**config.mk**
```make
export PLATFORM = sky130hd
export DESIGN_NAME = bp_me_wormhole_mem_cmd_arbiter
export DESIGN_NICKNAME = d
export VERILOG_FILES = /design/src/rtl/bp_me_pkg.sv /design/src/rtl/bsg_arb_round_robin.sv /design/src/rtl/bp_me_wormhole_mem_cmd_arbiter.sv
export SDC_FILE = /design/constraint.sdc
export NUM_CORES = 1
export LEC_CHECK = 0
export ABC_AREA = 1
export BUFFER_PORTS_ARGS = -buffer_cell sky130_fd_sc_hd__buf_2
export CAP_MARGIN = 5
export CORE_ASPECT_RATIO = 1.75
export CORE_MARGIN = 2
export CORE_UTILIZATION = 36
export CTS_CLUSTER_SIZE = 8
export DETAILED_ROUTE_END_ITERATION = 16
export GPL_TIMING_DRIVEN = 0
export PLACE_DENSITY = 0.81
export SLEW_MARGIN = 40
export SYNTH_ARGS = -nofsm -noshare
export SYNTH_HDL_FRONTEND = slang
export SYNTH_HIERARCHICAL = 1
export SYNTH_SLANG_ARGS = --single-unit
```
**constraint.sdc**
```tcl
create_clock -name clk_i -period 2.1 [get_ports clk_i]
set_clock_uncertainty 0.15 [all_clocks]
set_input_delay 0.315 -clock clk_i [delete_from_list [all_inputs] [get_ports clk_i]]
set_output_delay 0.315 -clock clk_i [all_outputs]
set_load 0.05 [all_outputs]
```
**src/rtl/bp_me_pkg.sv**
```systemverilog
// Shared types for the memory-command wormhole arbiter.
package bp_me_pkg;

    // Arbiter lock state: nothing locked, header stalled with frozen pick, or mid-packet.
    typedef enum logic [1:0] {
        e_idle     = 2'd0,
        e_hdr_wait = 2'd1,
        e_body     = 2'd2
    } bp_me_wh_arb_state_e;

endpackage

```
**src/rtl/bsg_arb_round_robin.sv**
```systemverilog
// Round-robin pick among requesters; the start pointer advances past an
// explicitly named winner when yumi_i is asserted.
module bsg_arb_round_robin #(
    parameter int num_req_p = 2,
    parameter int id_w_lp   = $clog2(num_req_p)
) (
    input  logic                 clk_i,
    input  logic                 reset_i,
    input  logic [num_req_p-1:0] reqs_i,
    output logic [id_w_lp-1:0]   grant_id_o,
    output logic                 grant_v_o,
    input  logic                 yumi_i,
    input  logic [id_w_lp-1:0]   yumi_id_i
);

    logic [id_w_lp-1:0] ptr_q, ptr_d;

    // First requester at or after the pointer wins; scanning from the far end
    // lets the nearest one overwrite earlier matches.
    always_comb begin
        grant_v_o  = 1'b0;
        grant_id_o = ptr_q;
        for (int k = num_req_p - 1; k >= 0; k--) begin
            int idx;
            idx = int'(ptr_q) + k;
            if (idx >= num_req_p) idx = idx - num_req_p;
            if (reqs_i[idx]) begin
                grant_v_o  = 1'b1;
                grant_id_o = id_w_lp'(idx);
            end
        end
    end

    // Next pointer is one past the retired winner, wrapping to 0.
    always_comb begin
        ptr_d = ptr_q;
        if (yumi_i) begin
            if (yumi_id_i == id_w_lp'(num_req_p - 1)) ptr_d = '0;
            else                                      ptr_d = yumi_id_i + 1'b1;
        end
    end

    // Pointer register.
    always_ff @(posedge clk_i) begin
        if (reset_i) ptr_q <= '0;
        else         ptr_q <= ptr_d;
    end

endmodule

```
**src/rtl/bp_me_wormhole_mem_cmd_arbiter.sv**
```systemverilog
// Per-packet round-robin arbiter sharing one wormhole link among several
// flit streams. Pure pass-through: the lock only steers muxes.
module bp_me_wormhole_mem_cmd_arbiter
    import bp_me_pkg::*;
#(
    parameter int num_src_p    = 2,
    parameter int flit_width_p = 32,
    parameter int cord_width_p = 5,
    parameter int len_width_p  = 4,
    parameter int id_w_lp      = $clog2(num_src_p)
) (
    input  logic                              clk_i,
    input  logic                              reset_n_i,
    input  logic [num_src_p-1:0]              src_v_i,
    input  logic [num_src_p*flit_width_p-1:0] src_data_i,
    output logic [num_src_p-1:0]              src_ready_o,
    output logic                              link_v_o,
    output logic [flit_width_p-1:0]           link_data_o,
    input  logic                              link_ready_i,
    output logic [id_w_lp-1:0]                gnt_id_o
);

    bp_me_wh_arb_state_e     state_q, state_d;
    logic [id_w_lp-1:0]      sel_q, sel_d;
    logic [len_width_p-1:0]  rem_q, rem_d;

    logic [flit_width_p-1:0] src_flit [num_src_p];
    logic [id_w_lp-1:0]      rr_id;
    logic                    rr_v;
    logic [id_w_lp-1:0]      cur_id;
    logic                    is_idle;
    logic                    allow;
    logic                    hs;
    logic                    retire;
    logic [len_width_p-1:0]  hdr_len;

    genvar gi;
    generate
        for (gi = 0; gi < num_src_p; gi++) begin : g_src
            assign src_flit[gi]    = src_data_i[gi*flit_width_p +: flit_width_p];
            assign src_ready_o[gi] = reset_n_i & link_ready_i & allow & (cur_id == id_w_lp'(gi));
        end
    endgenerate

    assign is_idle     = (state_q == e_idle);
    assign cur_id      = is_idle ? rr_id : sel_q;
    assign allow       = is_idle ? rr_v : 1'b1;
    assign link_v_o    = reset_n_i & (is_idle ? rr_v : src_v_i[sel_q]);
    assign link_data_o = src_flit[cur_id];
    assign gnt_id_o    = reset_n_i ? cur_id : '0;
    assign hs          = link_v_o & link_ready_i;
    assign hdr_len     = link_data_o[cord_width_p +: len_width_p];
    // A packet retires on a single-flit header or on the last body flit.
    assign retire      = hs & ((state_q == e_body) ? (rem_q == len_width_p'(1))
                                                   : (hdr_len == '0));

    bsg_arb_round_robin #(
        .num_req_p (num_src_p),
        .id_w_lp   (id_w_lp)
    ) u_rr (
        .clk_i      (clk_i),
        .reset_i    (~reset_n_i),
        .reqs_i     (src_v_i),
        .grant_id_o (rr_id),
        .grant_v_o  (rr_v),
        .yumi_i     (retire),
        .yumi_id_i  (cur_id)
    );

    // Lock/unlock decisions driven by header len and body countdown.
    always_comb begin
        state_d = state_q;
        sel_d   = sel_q;
        rem_d   = rem_q;
        case (state_q)
            e_idle, e_hdr_wait: begin
                if (hs) begin
                    if (hdr_len == '0) begin
                        state_d = e_idle;
                    end else begin
                        state_d = e_body;
                        rem_d   = hdr_len;
                        sel_d   = cur_id;
                    end
                end else if (is_idle && link_v_o) begin
                    state_d = e_hdr_wait;
                    sel_d   = cur_id;
                end
            end
            e_body: begin
                if (hs) begin
                    rem_d = rem_q - 1'b1;
                    if (rem_q == len_width_p'(1)) state_d = e_idle;
                end
            end
            default: state_d = e_idle;
        endcase
    end

    // State registers; active-low synchronous reset drops any partial packet.
    always_ff @(posedge clk_i) begin
        if (!reset_n_i) begin
            state_q <= e_idle;
            sel_q   <= '0;
            rem_q   <= '0;
        end else begin
            state_q <= state_d;
            sel_q   <= sel_d;
            rem_q   <= rem_d;
        end
    end

endmodule
```
==> impl_metrics.tcl, run 1 <==
set metrics [dict create \
    area_growth_pct 71.27 \
    ys_warn_count 6 \
    fill_cells 275 \
    period_needed_ns 1.998 \
    rows 25 \
    holdWs_ns 0.2243 \
    outcome "completed" \
    final_nets 384 \
    grt_antenna_before_repair 0 \
    slew_headroom 0.7303 \
    synth_top_area_cell "nand2_1" \
    min_period_over_period 0.9516 \
    firstDrtPassIters 4 \
    rsz0062_at_grt "yes" \
    setup_viol 0 \
    track_usage 0.2169 \
    final_hold_viol_count 0 \
    power_density_nw_per_um2 732.8 \
    max_freq_ghz 0.5004 \
    clkSinkCount 8 \
    min_from "reset_n_i" \
    io_pins 105 \
    power_leakage_nw 1.111 \
    grt_pass1_vias 1435 \
    ys_seq_area_frac 0.1526 \
    synth_top_area_frac 0.3826 \
    avgSynthCellArea_um2 5.171 \
    cp-end-kind "primary output" \
    placed_cell_area_um2 1609 \
    htree_levels 1 \
    worstReg2RegStart "u_rr/ptr_q" \
    ir_worst_vdd_mv 0.3628 \
    critPathRequiredTime_ns 1.63 \
    num_vias 1604 \
    dp_hpwl_um 3096 \
    via_per_inst 4.746 \
    synth-edff-count 0 \
    clockBufferDepth 2 \
    clock_tree.root_cell "clkbuf_8" \
    start_util 0.3814 \
    postLayoutCellArea_um2 1798 \
    crit_type "reg -> out" \
    tightest_slew_ns 0.4041 \
    yosysMostFrequentCell "nand2_1" \
    arrival_ns 1.53 \
    syn_inst 203 \
    overflow 0 \
    grt_max_degree 11 \
    synth_ff_type "dfxtp_1" \
    cp-startpoint "state_q[1]" \
    ys_seq_elements 8 \
    cts_tree "built" \
    drive_above_1_share 0.4630 \
    holdCritPathClass "in -> reg" \
    antenna_cells 0 \
    routedWlPerCell_um 10.83 \
    slew_violations 0 \
    grt_pass1_wl_um 5547 \
    die-area_um2 3381 \
    synth.net_count 274 \
    die_h_um 75.44 \
    hold_buffers 0 \
    route.antenna.remaining_nets 0 \
    path_clk_slew_ns 0.05 \
    cts_buffers 3 \
    wirelength_um 3660 \
    io_buffer_count 104 \
    yosys-top-cells-count "nand2_1, nor2_1, nand3_1, inv_1" \
    die_x_um 44.82 \
    gp_congestion 0.7929 \
    drv_cap 0 \
    insertion_delay_ns 0.24 \
    cp-start-kind "flip-flop" \
    core_region_area_um2 2753 \
    netlist_area_um2 1050 \
    yosys-top-cells-area "nand2_1, dfxtp_1, nand3_1" \
    yosysUniqueCellTypes 20 \
    async_reset_ff_frac 0 \
    drt_iter0_drc 16 \
    drc 0 \
    crit_path_max_fanout 10 \
]
[final cells by class]
class	count	area [um^2]	share of cell area
Tap cell	27	33.78	0.01879
Buffer	6	45.04	0.02505
Timing Repair Buffer	105	633.1	0.3521
Sequential cell	8	163.9	0.09116
Clock buffer	3	41.29	0.02296
Multi-Input combinational cell	178	839.6	0.4669
Inverter	11	41.29	0.02296
[what timing repair did]
item | in CTS | in global routing
gates resized for setup | 37 | 27
setup buffers | 1 | 0
endpoints found under the hold margin | 0 | 0
setup endpoints to repair | 31 | 30
pin swaps | 1 | 2
[flip-flops by register name (all words and copies together) (netlist names)]
register	flops
u_rr/ptr_q	1
sel_q	1
state_q	2
rem_q	4
[critical path: stages (launching register included)]
cell and delay, ns:
dfxtp_2 0.34, inv_2 0.11, nand2_4 0.08, nand2_4 0.10, nand2_4 0.08, inv_1 0.09, buf_4 0.16, nand2_1 0.06
nand2_1 0.05, clkbuf_4 0.22
[metrics by stage]
step           setup TNS, ns  setup slack, ns  total power (W)    util  instances
4_1_cts                    0          0.01478         0.001291  0.6341        338
3_3_place_gp          -2.388          -0.1418         0.001029  0.5845        334
3_5_place_dp          -2.560          -0.1357         0.001038  0.5845        334
2_1_floorplan              0          0.09966        0.0008228       -        203
5_1_grt             -0.09475         -0.02854         0.001398  0.6532        338
6_report                   0           0.1016         0.001317  0.6532        338
[layer usage]
layer,part of all wire,GRT usage,vias up
li1,-,-,845
met1,0.36,0.2049,676
met3,0.074,0.03555,9
met4,0.021,0.07843,0
met2,0.55,0.4428,74
met5,0,0,-
[power by group]
part,leakage (nW),internal [W],switching [W]
clock network,0.0216,0.000125,0.0000685
registers,0.0669,0.000170,0.0000161
logic,1.02,0.000301,0.000637
total,1.11,0.000596,0.000722
[kinds of logic (layout without fill, tap and decap cells)]
kind of cell,after synthesis,after routing,share of synthesized area
XOR/XNOR,1,1,0.008345
buffers and inverters,17,125,0.06079
multiplexers,1,1,0.01073
AND/OR/NAND/NOR,161,161,0.6770
adder cells (fa/ha/maj),2,2,0.02383
flip-flops,8,8,0.1526
AO/OA/AOI/OAI,13,13,0.06675
[placed cells by master (no fill, tap or decap), drive strengths merged]
| master | n |
|---|---|
| nand2 | 119 |
| buf | 106 |
| nor2 | 26 |
| nand3 | 15 |
| inv | 11 |
| a21oi | 8 |
| clkbuf | 8 |
| dfxtp | 8 |
| o21ai | 3 |
| ha | 2 |
| a22oi | 1 |
| mux2 | 1 |
| o211ai | 1 |
| xnor2 | 1 |
| or2 | 1 |
[path summary, 6_finish.rpt]
check / endpoint / slack (ns) / depth (start not counted)
setup / recovery: link_data_o[12] / 0.10 / 9
hold / removal: rem_q[2] / 0.22 / 3
setup reg to reg: u_rr/ptr_q / 0.27 / 12
hold reg to reg: u_rr/ptr_q / 0.34 / 2
(Power assumes the default switching activity.)
==> run 2, diff against run 1 <==
--- a/config.mk
+++ b/config.mk
@@ -10,11 +10,11 @@
 export CAP_MARGIN = 5
 export CORE_ASPECT_RATIO = 1.75
 export CORE_MARGIN = 2
-export CORE_UTILIZATION = 36
+export CORE_UTILIZATION = 32
 export CTS_CLUSTER_SIZE = 8
 export DETAILED_ROUTE_END_ITERATION = 16
 export GPL_TIMING_DRIVEN = 0
-export PLACE_DENSITY = 0.81
+export PLACE_DENSITY = 0.76
 export SLEW_MARGIN = 40
 export SYNTH_ARGS = -nofsm -noshare
 export SYNTH_HDL_FRONTEND = slang
==> constraint.sdc (replaced) <==
create_clock -name clk_i -period 1.8 [get_ports clk_i]
set_clock_uncertainty 0.15 [all_clocks]
set_input_delay 0.27 -clock clk_i [delete_from_list [all_inputs] [get_ports clk_i]]
set_output_delay 0.27 -clock clk_i [all_outputs]
set_load 0.05 [all_outputs]
==> impl_metrics.tcl, run 2 (synthesized netlist as in run 1, its figures left out) <==
set metrics [dict create \
    num_vias 1806 \
    p_sw_frac 0.5205 \
    switchingPower_w 0.001086 \
    place_inst 350 \
    critPathRequiredTime_ns 1.38 \
    die-area_um2 3773 \
    grt_pass1_wl_um 7714 \
    core_region_area_um2 3142 \
    io_pins 105 \
    cp-start-kind "flip-flop" \
    p_int_w 0.001001 \
    final_cell_mix "buf_2, nand2_2, nand2_1" \
    antenna_cells 0 \
    final_cells 366 \
    track_usage 0.2746 \
    fill_cells 190 \
    die_x_um 47.30 \
    crit_type "reg -> out" \
    routedWlPerCell_um 15.73 \
    clockPowerShare 0.108 \
    grt_antenna_before_repair 0 \
    htree_levels 1 \
    die_h_um 79.77 \
    hold_buffers 0 \
    clkSinkCount 8 \
    p_seq_frac 0.108 \
    final_common_cell "buf_2" \
    via_per_inst 4.934 \
    wirelength_um 5757 \
    firstDrtPassIters 4 \
    regMostFlops "rem_q" \
    largest_registers "rem_q x4, state_q x2" \
    cts_buffers 3 \
    drive_above_1_share 0.7461 \
    drc 0 \
    violations "setup timing" \
    start_util 0.3341 \
    slew_headroom 0.7119 \
    rows 27 \
    dp_hpwl_um 3199 \
    ir_worst_vdd_mv 0.5401 \
    crit_path_max_fanout 7 \
    holdWs_ns 0.2166 \
    rsz0062_at_grt "yes" \
    min_period_over_period 1.086 \
    multi_input_area_um2 1242 \
    route.antenna.remaining_nets 0 \
    clock_tree.root_cell "clkbuf_8" \
    final_nets 396 \
    overflow 0 \
    gp_congestion 0.7588 \
    outcome "finished with violations" \
    period_needed_ns 1.956 \
    utilization 0.8443 \
    path_clk_slew_ns 0.05 \
    p_comb_frac 0.784 \
    setup_slack_ns -0.1556 \
    area_growth_pct 152.7 \
    cp-end-kind "primary output" \
    clockBufferDepth 2 \
    holdCritPathClass "in -> reg" \
    power_density_nw_per_um2 787.0 \
    tightest_slew_ns 0.4317 \
    power_leakage_nw 1.364 \
    drt_iter0_drc 49 \
    arrival_ns 1.54 \
    setup_viol 41 \
    max_freq_ghz 0.5113 \
    cts_tree "built" \
    drv_cap 0 \
    slew_violations 0 \
    final_hold_viol_count 0 \
    grt_max_degree 11 \
    io_buffer_count 104 \
    largest_reg_flops 4 \
    insertion_delay_ns 0.23 \
    seqCellArea_um2 170.2 \
    grt_pass1_vias 1859 \
]
-- run 2: changes by cell type in the layout (fill, tap and decap cells not counted), moves of 11 or more --
cell and change:
buf_4 -19, nand2_1 -60, buf_8 +41, nand2_2 +51, nand3_1 -11
-- run 2: timing repair --
action	4_1_cts	5_1_grt
endpoints found under the setup margin	36	43
setup buffers	4	4
resized for setup	154	69
endpoints found under the hold margin	0	0
pin swaps	3	16
gates cloned	3	2
-- run 2: path summary, 6_finish.rpt --
kind	start	end	slack [ns]	cells past startpoint
min	reset_n_i	sel_q	0.22	3
min reg2reg	state_q[0]	state_q[0]	0.47	2
max reg2reg	state_q[1]	u_rr/ptr_q	-0.10	13
max	u_rr/ptr_q	link_data_o[23]	-0.16	9
-- run 2: per-layer routing --
layer	vias up	global-route usage	routed length, um
met5	-	0	0
met4	0	0.1139	138
met3	14	0.09729	439
met2	112	0.5122	3381
met1	805	0.2411	1797
li1	875	-	-
-- run 2: worst max-delay path, stage by stage (launching register included) --
cell and delay, ns:
dfxtp_4 0.37, nand2_4 0.05, a21oi_4 0.17, nand2_4 0.10, nand2_8 0.14, inv_8 0.07
buf_8 0.13, nand2_2 0.05, nand2_2 0.06, buf_8 0.15
-- run 2: power by group through the flow --
stage | combinational (W) | sequential (W) | clock [W]
2_1_floorplan | 0.000801 | 0.000214 | 0
3_3_place_gp | 0.00103 | 0.000217 | 0
3_5_place_dp | 0.00104 | 0.000218 | 0
4_1_cts | 0.00142 | 0.000216 | 0.000221
5_1_grt | 0.00172 | 0.000227 | 0.000235
6_report | 0.00164 | 0.000226 | 0.000226
-- run 2: stage by stage --
| step | worst slack, ns | total power, W | instance area, um^2 | setup TNS [ns] |
|---|---|---|---|---|
| global route | -0.2001 | 0.002178 | 2653 | -7.002 |
| floorplan | -0.1180 | 0.001016 | 1155 | -0.2627 |
| global placement | -0.3661 | 0.001250 | 1729 | -9.760 |
| CTS | -0.1225 | 0.001858 | 2313 | -3.388 |
| finish | -0.1556 | 0.002088 | 2653 | -5.149 |
| detailed placement | -0.3672 | 0.001262 | 1729 | -10.23 |
-- run 2: area by class of cell --
class / instances / area share
multi-input combinational: 179 / 0.4684
timing repair buffer: 116 / 0.3774
sequential: 8 / 0.06415
buffer: 6 / 0.03396
inverter: 11 / 0.02028
tap: 43 / 0.02028
clock buffer: 3 / 0.01557
